`config.mk`:
```
export PLATFORM = sky130hd
export DESIGN_NAME = du_rx_loader
export DESIGN_NICKNAME = d
export VERILOG_FILES = /design/src/rtl/du_rx_loader.sv
export SDC_FILE = /design/constraint.sdc
export NUM_CORES = 1
export LEC_CHECK = 0
export ABC_AREA = 1
export CORE_ASPECT_RATIO = 0.7
export CORE_MARGIN = 2
export CORE_UTILIZATION = 35
export DETAILED_ROUTE_END_ITERATION = 8
export GPL_ROUTABILITY_DRIVEN = 0
export PLACE_DENSITY = 0.63
export SLEW_MARGIN = 5
export SYNTH_ARGS = -nofsm -noshare
export SYNTH_HDL_FRONTEND = slang
export SYNTH_SLANG_ARGS = --single-unit
```
`constraint.sdc`:
```
create_clock -name i_clock -period 1.47 [get_ports i_clock]
set_input_delay 0.147 -clock i_clock [delete_from_list [all_inputs] [get_ports i_clock]]
set_output_delay 0.147 -clock i_clock [all_outputs]
set_load 0.005 [all_outputs]
```
`src/rtl/du_rx_loader.sv`:
```
// ============================================================================
// du_rx_loader: assembles UART bytes into the instruction count, 32-bit
// instruction words with memory write strobes, and operation-mode bytes.
// Rev 1.0
// ============================================================================
`default_nettype none

module du_rx_loader #(
    parameter int N_BITS  = 8,
    parameter int NB_DATA = 32,
    parameter int N_BYTES = 4,
    parameter int ADDR_W  = 8
) (
    input  logic               i_clock,
    input  logic               i_reset,
    input  logic               i_rx_done,
    input  logic [N_BITS-1:0]  i_rx_data,
    input  logic               i_mode_en,
    output logic [N_BITS-1:0]  o_number_instructions,
    output logic               o_ready_number_instr,
    output logic [NB_DATA-1:0] o_instruction,
    output logic               o_ready_full_inst,
    output logic               o_wr_en,
    output logic [ADDR_W-1:0]  o_wr_addr,
    output logic [ADDR_W-1:0]  o_addr_instruction,
    output logic               o_ready_all_instr_send,
    output logic [N_BITS-1:0]  o_mode_operate,
    output logic               o_ready_mode_operate,
    output logic [3:0]         o_state
);

    localparam int         CNT_W   = $clog2(N_BYTES);
    localparam logic [3:0] S_COUNT = 4'b0001;
    localparam logic [3:0] S_LOAD  = 4'b0010;
    localparam logic [3:0] S_DONE  = 4'b0100;
    localparam logic [3:0] S_MODE  = 4'b1000;

    logic [3:0]         state;
    logic [3:0]         next_state;
    logic [CNT_W-1:0]   byte_cnt;
    logic [NB_DATA-1:0] shift_reg;

    logic               take_count;
    logic               take_byte;
    logic               word_done;
    logic               last_word;
    logic               take_mode;
    logic [ADDR_W-1:0]  addr_next;
    logic [NB_DATA-1:0] assembled;

    // State register
    always_ff @(posedge i_clock) begin
        if (i_reset) state <= S_COUNT;
        else         state <= next_state;
    end

    // Next-state logic
    always_comb begin
        next_state = state;
        case (state)
            S_COUNT: if (i_rx_done)
                         next_state = (i_rx_data == '0) ? S_MODE : S_LOAD;
            S_LOAD:  if (last_word) next_state = S_DONE;
            S_DONE:  next_state = S_MODE;
            S_MODE:  next_state = S_MODE;
            default: next_state = S_COUNT;
        endcase
    end

    // Output/decode logic
    always_comb begin
        take_count = (state == S_COUNT) && i_rx_done;
        take_byte  = (state == S_LOAD) && i_rx_done;
        take_mode  = (state == S_MODE) && i_rx_done && i_mode_en;
        word_done  = take_byte && (byte_cnt == CNT_W'(N_BYTES - 1));
        addr_next  = o_addr_instruction + ADDR_W'(1);
        last_word  = word_done && (addr_next == ADDR_W'(o_number_instructions));
        // Little-endian: each new byte enters at the top and older bytes slide down.
        assembled  = {i_rx_data, shift_reg[NB_DATA-1:N_BITS]};
        o_state    = state;
    end

    always_ff @(posedge i_clock) begin
        if (i_reset) begin
            o_number_instructions  <= '0;
            o_ready_number_instr   <= 1'b0;
            o_instruction          <= '0;
            o_ready_full_inst      <= 1'b0;
            o_wr_en                <= 1'b0;
            o_wr_addr              <= '0;
            o_addr_instruction     <= '0;
            o_ready_all_instr_send <= 1'b0;
            o_mode_operate         <= '0;
            o_ready_mode_operate   <= 1'b0;
            byte_cnt               <= '0;
            shift_reg              <= '0;
        end else begin
            o_ready_number_instr <= 1'b0;
            o_ready_full_inst    <= 1'b0;
            o_wr_en              <= 1'b0;
            o_ready_mode_operate <= 1'b0;

            if (take_count) begin
                o_number_instructions <= i_rx_data;
                o_ready_number_instr  <= 1'b1;
                if (i_rx_data == '0) o_ready_all_instr_send <= 1'b1;
            end

            if (take_byte) begin
                shift_reg <= assembled;
                byte_cnt  <= word_done ? '0 : byte_cnt + CNT_W'(1);
            end

            if (word_done) begin
                o_instruction      <= assembled;
                o_ready_full_inst  <= 1'b1;
                o_wr_en            <= 1'b1;
                o_wr_addr          <= o_addr_instruction;
                o_addr_instruction <= addr_next;
            end

            if (state == S_DONE) o_ready_all_instr_send <= 1'b1;

            if (take_mode) begin
                o_mode_operate       <= i_rx_data;
                o_ready_mode_operate <= 1'b1;
            end
        end
    end

endmodule

`default_nettype wire
```
==> results of run 1 <==
==> synthesized netlist by cell type <==
library cell  number
ha_1               2
nor2_1            43
nor2_2             5
nand3_1           54
nor3_1             1
nor2_4             3
buf_6              2
xor2_1             1
o21ai_2           20
buf_2              9
buf_1              1
nand2_1           54
inv_2              2
nand3_2            2
a31oi_1            3
o21ai_1            1
buf_4              1
o31ai_1            1
nor4_1             2
a211oi_1           1
a21oi_1           49
o21ai_0           55
inv_1             48
dfxtp_1           98
xnor2_1            1
nand3_4            1
nand2_2            2
or2_1              1
nor2_8             1
clkbuf_1          15
o21bai_1           1
==> layout by cell type, fill, tap and decap left out, types with 5 or more instances in the layout <==
cell | netlist | routed
clkbuf_16 | 0 | 9
dlymetal6s2s_1 | 0 | 5
dfxtp_2 | 0 | 11
buf_4 | 1 | 41
o21ai_2 | 20 | 20
o21ai_0 | 55 | 53
nand3_1 | 54 | 48
a21oi_1 | 49 | 48
nor2_2 | 5 | 7
inv_1 | 48 | 46
nand2_2 | 2 | 7
clkdlybuf4s50_1 | 0 | 77
nand2_1 | 54 | 46
nor2_4 | 3 | 5
dfxtp_1 | 98 | 85
nand3_2 | 2 | 8
nor2_1 | 43 | 39
buf_6 | 2 | 7
==> through the flow <==
stage | utilization | setup slack (ns)
after floorplan | - | 0.0239
after global placement | 0.469 | -0.135
after detailed placement | 0.469 | -0.201
after CTS | 0.509 | -0.0615
after global routing | 0.520 | -0.140
final | 0.520 | -0.0398
==> cell families after synthesis <==
group / Yosys count
xor gates and xnor gates: 2
adders and majority gates: 2
and+or+nand+nor: 169
AOI/OAI and AO/OA: 131
buffers and inverters: 78
DFF: 98
==> power groups by stage <==
stage,Combinational [µW],Clock (µW),Sequential (µW)
6_report,623,2750,2810
5_1_grt,687,2900,2820
4_1_cts,597,2800,2810
3_5_place_dp,584,0,2860
3_3_place_gp,574,0,2860
2_1_floorplan,273,0,2850
==> what timing repair did <==
| item | 4_1_cts | 5_1_grt |
|---|---|---|
| gates resized for setup | 19 | 37 |
| setup endpoints to repair | 21 | 38 |
| buffers inserted | 4 | 3 |
| pin swaps | 5 | 8 |
==> path summary, 6_finish.rpt <==
kind                            end                  start  depth (start not counted)  slack (ns)
setup / recovery         o_state[3]  o_addr_instruction[1]                         12       -0.04
hold / removal    o_mode_operate[1]      o_mode_operate[1]                          2        0.45
setup reg to reg         o_state[3]  o_addr_instruction[1]                         12       -0.04
hold reg to reg   o_mode_operate[1]      o_mode_operate[1]                          2        0.45
==> routing by layer <==
metal  wire (µm)  vias to the layer above  GRT usage
li1            -                     1816          -
met1        5260                     1673      0.264
met2        4560                       98      0.267
met3         747                       12     0.0566
met4         117                        0     0.0529
met5           0                        -          0
==> worst max-delay path, cell delays in order (launching register included) <==
cell     delay, ns
dfxtp_4       0.36
buf_6         0.12
nand2_4       0.05
nor2_4        0.17
nand2_1       0.11
nand2_1       0.11
nand3_2       0.08
nand2_2       0.08
nor2_4        0.04
nand3_2       0.10
nand2_4       0.07
nand3_2       0.08
nor2_2        0.03
==> layout make-up <==
| class | instances | area share |
|---|---|---|
| Clock inverter | 4 | 0.0172 |
| Clock buffer | 12 | 0.0453 |
| Tap cell | 153 | 0.0338 |
| Multi-Input combinational cell | 304 | 0.296 |
| Timing Repair Buffer | 133 | 0.224 |
| Sequential cell | 98 | 0.350 |
| Inverter | 50 | 0.0336 |
==> flow_metrics.py, run 1 <==
metrics = {
    "clocking": {
        "cts_tree": "yes",
        "hold_buffers": 0,
        "clock_sinks": 98,
        "cts_max_level": 3,
        "clockBufferDepth": 2,
        "insertion_delay_ns": 0.34,
        "cts_made_buffers": 9,
        "cts_root_buf": "clkbuf_16",
        "clk_pin_slew_ns": 0.07,
    },
    "timing": {
        "fmax_mhz": 662,
        "slew_headroom": 0.739,
        "timing.final.crit_share": 1.03,
        "slew_violations": 0,
        "timing.final.ws_setup_ns": -0.0398,
        "setup_viol": 3,
        "finalCriticalPeriod_ns": 1.51,
        "hold_violations": 0,
        "hold_ws_ns": 0.453,
        "skew_ns": 0.00908,
        "rsz0062_at_grt": "yes",
        "fin_setup_tns_ns": -0.111,
        "worst_pin_slew_ns": 0.392,
    },
    "run": {
        "maxCapViolCount": 0,
    },
    "die": {
        "die_w_um": 130,
        "rows": 32,
        "core_um2": 10900,
        "dieArea_um2": 11900,
        "initial_core_util": 0.355,
        "die_h_um": 91.9,
        "num_io_pins": 85,
    },
    "worst_setup_path": {
        "worst_ep_required_time_ns": 1.71,
        "worstSetupPathType": "flop to flop",
        "cp-end-kind": "flop",
        "startpoint_type": "flop",
        "crit_arrival_ns": 1.75,
        "critPathMaxFanout": 7,
    },
    "global_routing": {
        "track_usage": 0.184,
        "grt_pass1_wl_um": 17100,
        "grt_max_degree": 45,
        "grt_overflow": 0,
        "grt_pass1_vias": 3361,
        "antenna_found_initial": 0,
    },
    "power_and_ir_drop": {
        "powerDensity_nw_per_um2": 1090,
        "clock_power_share": 0.445,
        "fin_total_pwr_uw": 6190,
        "combPwrFrac": 0.101,
        "switchingPower_uw": 1400,
        "vdd_ir_drop_max_mv": 0.627,
        "p_leak_uw": 0.00229,
        "power_frac_seq": 0.454,
        "p_int_uw": 4790,
        "swShare": 0.227,
    },
    "yosys": {
        "syn_nets": 494,
        "synth-xor-area-share": 0.00454,
        "synth_top_area_share": 0.508,
        "ys_types": 31,
        "yosysWarnings": 0,
        "synth_fa_ha_area_frac": 0.00648,
        "seq_area_frac_synth": 0.508,
        "synth.cell_area_um2": 3860,
        "synth_top_cell_by_area": "dfxtp_1",
        "synth_compound_area_frac": 0.192,
        "synthSimpleGateAreaFrac": 0.205,
        "synth.mux.area_fraction": 0,
        "synth_cells": 480,
        "synth.avg_cell_area_um2": 8.05,
        "ys_seq_elements": 98,
        "ys_top_cells_by_area": "dfxtp_1, o21ai_0, nand3_1",
        "synth_top_family_by_area": "simple AND/OR/NAND/NOR gates",
    },
    "detailed_routing": {
        "vias": 3599,
        "route.detailed.wl_per_inst_um": 14.2,
        "first_iter_violations": 218,
        "viasPerCell": 4.77,
        "drtPass1Iterations": 4,
        "drt_wl_total_um": 10700,
        "ant_nets": 0,
        "drc_errors": 0,
    },
    "outcome": {
        "status": "finished with violations",
        "violations": "setup timing",
    },
    "final_layout": {
        "nets": 610,
        "area_growth_pct": 46.7,
        "fill_cells": 1045,
        "drive_gt1_frac": 0.226,
        "largest_reg_flops": 32,
        "multi_input_area_um2": 1680,
        "finalNonFillerCells": 754,
        "design_area_um2": 5670,
        "diodes": 0,
        "regArea_um2": 1980,
    },
    "placed_design": {
        "dp_cells": 731,
        "placed_cell_area_um2": 5100,
        "io_buffer_count": 84,
        "dp_hpwl_um": 7440,
    },
    "hold_path": {
        "hp-class": "flop to flop",
    },
}
Note: power is estimated with default switching activity, not from simulation.
==> run 2: changes to the inputs <==
- GPL_ROUTABILITY_DRIVEN: 0 -> unset
- PLACE_DENSITY: 0.63 -> 0.7
==> run 2 against run 1 <==
  * Global-route usage shrank 0.19 points
  * Final cell count shrank 0.40%
  * Non-clock buffer count shrank 3
  * First-iteration DRC count shrank 8.3%
  * Clock skew shrank 0.0015 ns
  * Highest routed layer unchanged
  * Clock power shrank 16%
  * Cell area shrank 1.1%
  * The flow still finishes with violations (setup timing)
  * Count of clock-buffer cells in the layout shrank 1
==> flow_metrics.py, run 2 (same netlist as run 1, synthesis figures left out) <==
metrics = {
    "worst_setup_path": {
        "worstSetupPathType": "flop to flop",
        "crit_chain": "ha_4, inv_1, nand2_1, nand2_4, nand2_1, nand2_1, nand3_1, nor2_1, nand3_2, nand2_4, nand3_2, nor2_2",
        "critPathBufInv": 1,
        "path_common_cell": "nand2_1",
        "crit_arrival_ns": 1.86,
        "critPathMaxFanout": 3,
        "worst_ep_required_time_ns": 1.76,
        "startpoint_type": "flop",
        "max_stage_delay_ns": 0.34,
        "critical_path.slowest_cell": "dfxtp_2",
        "cpLargestDelayFamily": "simple AND/OR/NAND/NOR gates",
        "cp-end-kind": "flop",
    },
    "timing": {
        "timing.final.ws_setup_ns": -0.103,
        "slew_violations": 0,
        "fin_setup_tns_ns": -0.212,
        "worst_pin_slew_ns": 0.431,
        "setup_viol": 3,
        "fmax_mhz": 636,
        "timing.final.crit_share": 1.07,
        "rsz0062_at_grt": "yes",
        "hold_violations": 0,
        "skew_ns": 0.00760,
        "slew_headroom": 0.712,
        "finalCriticalPeriod_ns": 1.57,
    },
    "global_routing": {
        "grt_pass1_vias": 3382,
        "grt_max_degree": 55,
        "met2_usage": 0.264,
        "use_met3": 0.0636,
        "grt_util_met1": 0.263,
        "track_usage": 0.182,
        "antenna_found_initial": 0,
        "grt_pass1_wl_um": 16900,
        "busiest_layer": "met2",
        "grt_overflow": 0,
    },
    "clocking": {
        "cts_tree": "yes",
        "clk_pin_slew_ns": 0.07,
        "hold_buffers": 0,
        "cts_root_buf": "clkbuf_16",
        "cts_made_buffers": 9,
        "insertion_delay_ns": 0.35,
        "cts_max_level": 3,
        "clockBufferDepth": 2,
        "clock_sinks": 98,
    },
    "die": {
        "die_w_um": 130,
        "initial_core_util": 0.355,
        "num_io_pins": 85,
        "core_um2": 10900,
        "die_h_um": 91.9,
        "dieArea_um2": 11900,
        "rows": 32,
    },
    "final_layout": {
        "layout_common_cells": "dfxtp_1, clkdlybuf4s50_1, o21ai_0",
        "drive_gt1_frac": 0.234,
        "nets": 607,
        "diodes": 0,
        "mostFrequentLayoutCell": "dfxtp_1",
        "design_area_um2": 5610,
        "area_growth_pct": 45.2,
        "fill_cells": 1017,
        "largest_reg_flops": 32,
        "finalNonFillerCells": 751,
    },
    "detailed_routing": {
        "first_iter_violations": 200,
        "vias": 3544,
        "route.detailed.wl_per_inst_um": 14.2,
        "viasPerCell": 4.72,
        "drtPass1Iterations": 5,
        "ant_nets": 0,
        "drt_wl_total_um": 10600,
        "drc_errors": 0,
    },
    "outcome": {
        "violations": "setup timing",
        "status": "finished with violations",
    },
    "run": {
        "maxCapViolCount": 0,
    },
    "placed_design": {
        "dp_hpwl_um": 7410,
        "io_buffer_count": 84,
        "gp_congestion": 0.834,
        "dp_cells": 729,
        "placed_cell_area_um2": 5090,
    },
    "power_and_ir_drop": {
        "powerDensity_nw_per_um2": 1020,
        "p_leak_uw": 0.00218,
        "vdd_ir_drop_max_mv": 0.562,
    },
    "hold_path": {
        "hp-class": "flop to flop",
    },
}
[run 2: repair_timing]
action / in CTS / in global routing
pin swaps: 10 / 16
gates resized for setup: 27 / 39
setup endpoints to repair: 34 / 23
setup buffers: 3 / 3
[run 2: layer usage]
metal | up-vias | part of all wire
met3 | 10 | 0.065
met1 | 1639 | 0.51
met5 | - | 0
li1 | 1809 | -
met2 | 86 | 0.42
met4 | 0 | 0.010
[run 2: final timing paths]
check | from | end | slack, ns | cells past startpoint
hold reg to reg | o_mode_operate[0] | o_mode_operate[0] | 0.46 | 2
setup reg to reg | o_addr_instruction[0] | o_state[3] | -0.10 | 12
hold / removal | o_mode_operate[0] | o_mode_operate[0] | 0.46 | 2
setup / recovery | o_addr_instruction[0] | o_state[3] | -0.10 | 12
[run 2: cell type report]
cell class,count,area [µm²],share of cell area
Sequential cell,98,1980,0.353
Inverter,50,190,0.0339
Clock buffer,11,233,0.0415
Clock inverter,5,55.1,0.00982
Multi-Input combinational cell,304,1720,0.308
Timing Repair Buffer,130,1230,0.220
Tap cell,153,191,0.0341
[run 2: worst reg2reg max path, delay by kind of cell (launching register included)]
family | cells | cell delay, ns
buf+inv | 1 | 0.06
fa+ha+maj | 1 | 0.18
simple gates | 10 | 0.92
flops | 1 | 0.34
[run 2: through the flow]
stage	utilization	hold slack [ns]	power, µW	worst slack (ns)
final	0.515	0.462	5740	-0.103
after global routing	0.515	0.480	5950	-0.185
after CTS	0.502	0.459	5740	-0.0715
after detailed placement	0.467	0.441	3430	-0.248
after global placement	0.467	0.439	3410	-0.286
after floorplan	-	0.229	3120	0.0239
[run 2: power by group]
part	switching (µW)	internal, µW
logic	326	281
registers	73.5	2730
clock network	1010	1310
==> run 3: changes to the inputs <==
- CORE_MARGIN: 2 -> 3
- SETUP_SLACK_MARGIN: unset -> 0.4
==> run 3 against run 2 <==
  * The run still ends with setup timing left
  * Cell area is 23% higher
  * Die area grew 3.8%
  * Critical path depth down 3
  * Hold slack worse by 0.0047 ns
  * Count of clock-buffer cells in the layout did not move
  * Global-route usage up 0.47 points
  * Largest cell class is now multi-input combinational cells
  * Largest power group unchanged
==> flow_metrics.py, run 3 (same netlist as run 1, synthesis figures left out) <==
metrics = {
    "outcome": {
        "status": "finished with violations",
        "violations": "setup timing",
    },
    "power_and_ir_drop": {
        "swShare": 0.257,
        "p_leak_uw": 0.00269,
        "clock_power_share": 0.406,
        "switchingPower_uw": 1590,
        "powerDensity_nw_per_um2": 897,
        "p_int_uw": 4600,
        "power_frac_seq": 0.454,
        "combPwrFrac": 0.140,
        "vdd_ir_drop_max_mv": 0.750,
    },
    "detailed_routing": {
        "drtPass1Iterations": 5,
        "route.detailed.wl_per_inst_um": 19.0,
        "drt_wl_total_um": 15000,
        "first_iter_violations": 393,
        "drc_errors": 0,
        "ant_nets": 0,
        "viasPerCell": 5.30,
        "vias": 4179,
    },
    "final_layout": {
        "diodes": 0,
        "multi_input_area_um2": 2320,
        "area_growth_pct": 78.6,
        "layout_common_cells": "o21ai_2, dfxtp_2, inv_1",
        "design_area_um2": 6900,
        "nets": 650,
        "fill_cells": 780,
        "mostFrequentLayoutCell": "o21ai_2",
        "regArea_um2": 2050,
        "post-route-util": 0.654,
        "drive_gt1_frac": 0.596,
        "largest_reg_flops": 32,
    },
    "clocking": {
        "hold_buffers": 0,
        "cts_root_buf": "clkbuf_16",
        "cts_made_buffers": 9,
        "insertion_delay_ns": 0.35,
        "cts_max_level": 3,
        "clock_sinks": 98,
        "clk_pin_slew_ns": 0.06,
        "clockBufferDepth": 2,
        "cts_tree": "yes",
    },
    "global_routing": {
        "grt_util_met1": 0.241,
        "antenna_found_initial": 0,
        "met2_usage": 0.298,
        "grt_max_degree": 43,
        "grt_pass1_vias": 3615,
        "track_usage": 0.187,
        "use_met3": 0.0717,
        "grt_overflow": 0,
        "grt_pass1_wl_um": 18500,
        "busiest_layer": "met2",
    },
    "timing": {
        "worst_pin_slew_ns": 0.343,
        "slew_headroom": 0.769,
        "hold_violations": 0,
        "fin_setup_tns_ns": -4.72,
        "hold_ws_ns": 0.457,
        "timing.final.ws_setup_ns": -0.156,
        "setup_viol": 52,
        "rsz0062_at_grt": "yes",
        "slew_violations": 0,
        "timing.final.crit_share": 1.11,
        "finalCriticalPeriod_ns": 1.63,
        "fmax_mhz": 615,
        "skew_ns": 0.00682,
    },
    "worst_setup_path": {
        "cpLargestDelayFamily": "simple AND/OR/NAND/NOR gates",
        "startpoint_type": "flop",
        "crit_chain": "inv_2, nor2_4, nand3_4, nor2_4, inv_8, nor2_8, buf_12, clkinv_8, o21ai_2",
        "critPathMaxFanout": 5,
        "crit_arrival_ns": 1.90,
        "critPathBufInv": 4,
        "worst_ep_required_time_ns": 1.75,
        "critical_path.slowest_cell": "dfxtp_2",
        "worstSetupPathType": "flop to flop",
        "path_common_cell": "nor2_4",
        "cp-end-kind": "flop",
        "max_stage_delay_ns": 0.35,
    },
    "placed_design": {
        "placed_cell_area_um2": 5130,
        "io_buffer_count": 84,
        "gp_congestion": 0.832,
        "dp_hpwl_um": 7630,
        "place_ws_ns": -0.162,
    },
    "die": {
        "rows": 31,
        "die_w_um": 132,
        "core_um2": 10600,
        "initial_core_util": 0.366,
        "dieArea_um2": 12400,
        "die_h_um": 93.9,
        "num_io_pins": 85,
    },
    "hold_path": {
        "hp-class": "flop to flop",
    },
    "run": {
        "maxCapViolCount": 0,
    },
}
## run 3: cell types whose count changed in the layout (fill, tap and decap cells not counted), moves of 28 or more
| cell | delta |
|---|---|
| o21ai_2 | +32 |
| dfxtp_1 | -44 |
| o21ai_0 | -41 |
| dfxtp_2 | +39 |
| clkdlybuf4s50_1 | -68 |
| clkdlybuf4s15_1 | +34 |
| buf_6 | +28 |
## run 3: cell type report
type                            count  share of cell area
Clock buffer                       11              0.0383
Clock inverter                      5             0.00853
Inverter                           50              0.0316
Multi-Input combinational cell    306               0.336
Sequential cell                    98               0.297
Tap cell                          148              0.0268
Timing Repair Buffer              167               0.255
Timing Repair inverter              4             0.00635
## run 3: stage by stage
stage | total power (µW) | instances
detailed placement | 3450 | 720
global placement | 3440 | 720
CTS | 5980 | 755
finish | 6180 | 789
floorplan | 3140 | 480
global route | 6360 | 789
## run 3: worst paths after layout
| path | start | to | slack, ns | cells past startpoint |
|---|---|---|---|---|
| max reg2reg | o_state[1] | o_wr_addr[3] | -0.16 | 9 |
| max | o_state[1] | o_wr_addr[3] | -0.16 | 9 |
| min reg2reg | o_mode_operate[1] | o_mode_operate[1] | 0.46 | 2 |
| min | o_mode_operate[1] | o_mode_operate[1] | 0.46 | 2 |
## run 3: timing repair
item	in CTS	in global routing
gates resized for setup	264	259
endpoints found under the setup margin	171	135
setup buffers	15	17
cloned	4	17
pin swaps	8	41
## run 3: power by group through the flow
stage / Clock (µW) / Sequential [µW] / Combinational (µW)
after floorplan: 0 / 2850 / 291
after global placement: 0 / 2860 / 580
after detailed placement: 0 / 2860 / 590
after CTS: 2530 / 2800 / 653
after global routing: 2630 / 2810 / 919
final: 2510 / 2810 / 866
## run 3: worst register-to-register path, delay by kind of cell, from the launching register on
kind                   cells  cell delay [ns]
and+or+nand+nor            4             0.70
buffers and inverters      4             0.38
DFF                        1             0.35
AOI/OAI and AO/OA          1             0.11
## run 3: per-layer routing
metal	wire length, µm	part of all wire	vias to the layer above
met4	249	0.017	0
met2	6950	0.46	215
met5	0	0	-
li1	-	-	1920
met3	1390	0.093	29
met1	6400	0.43	2015
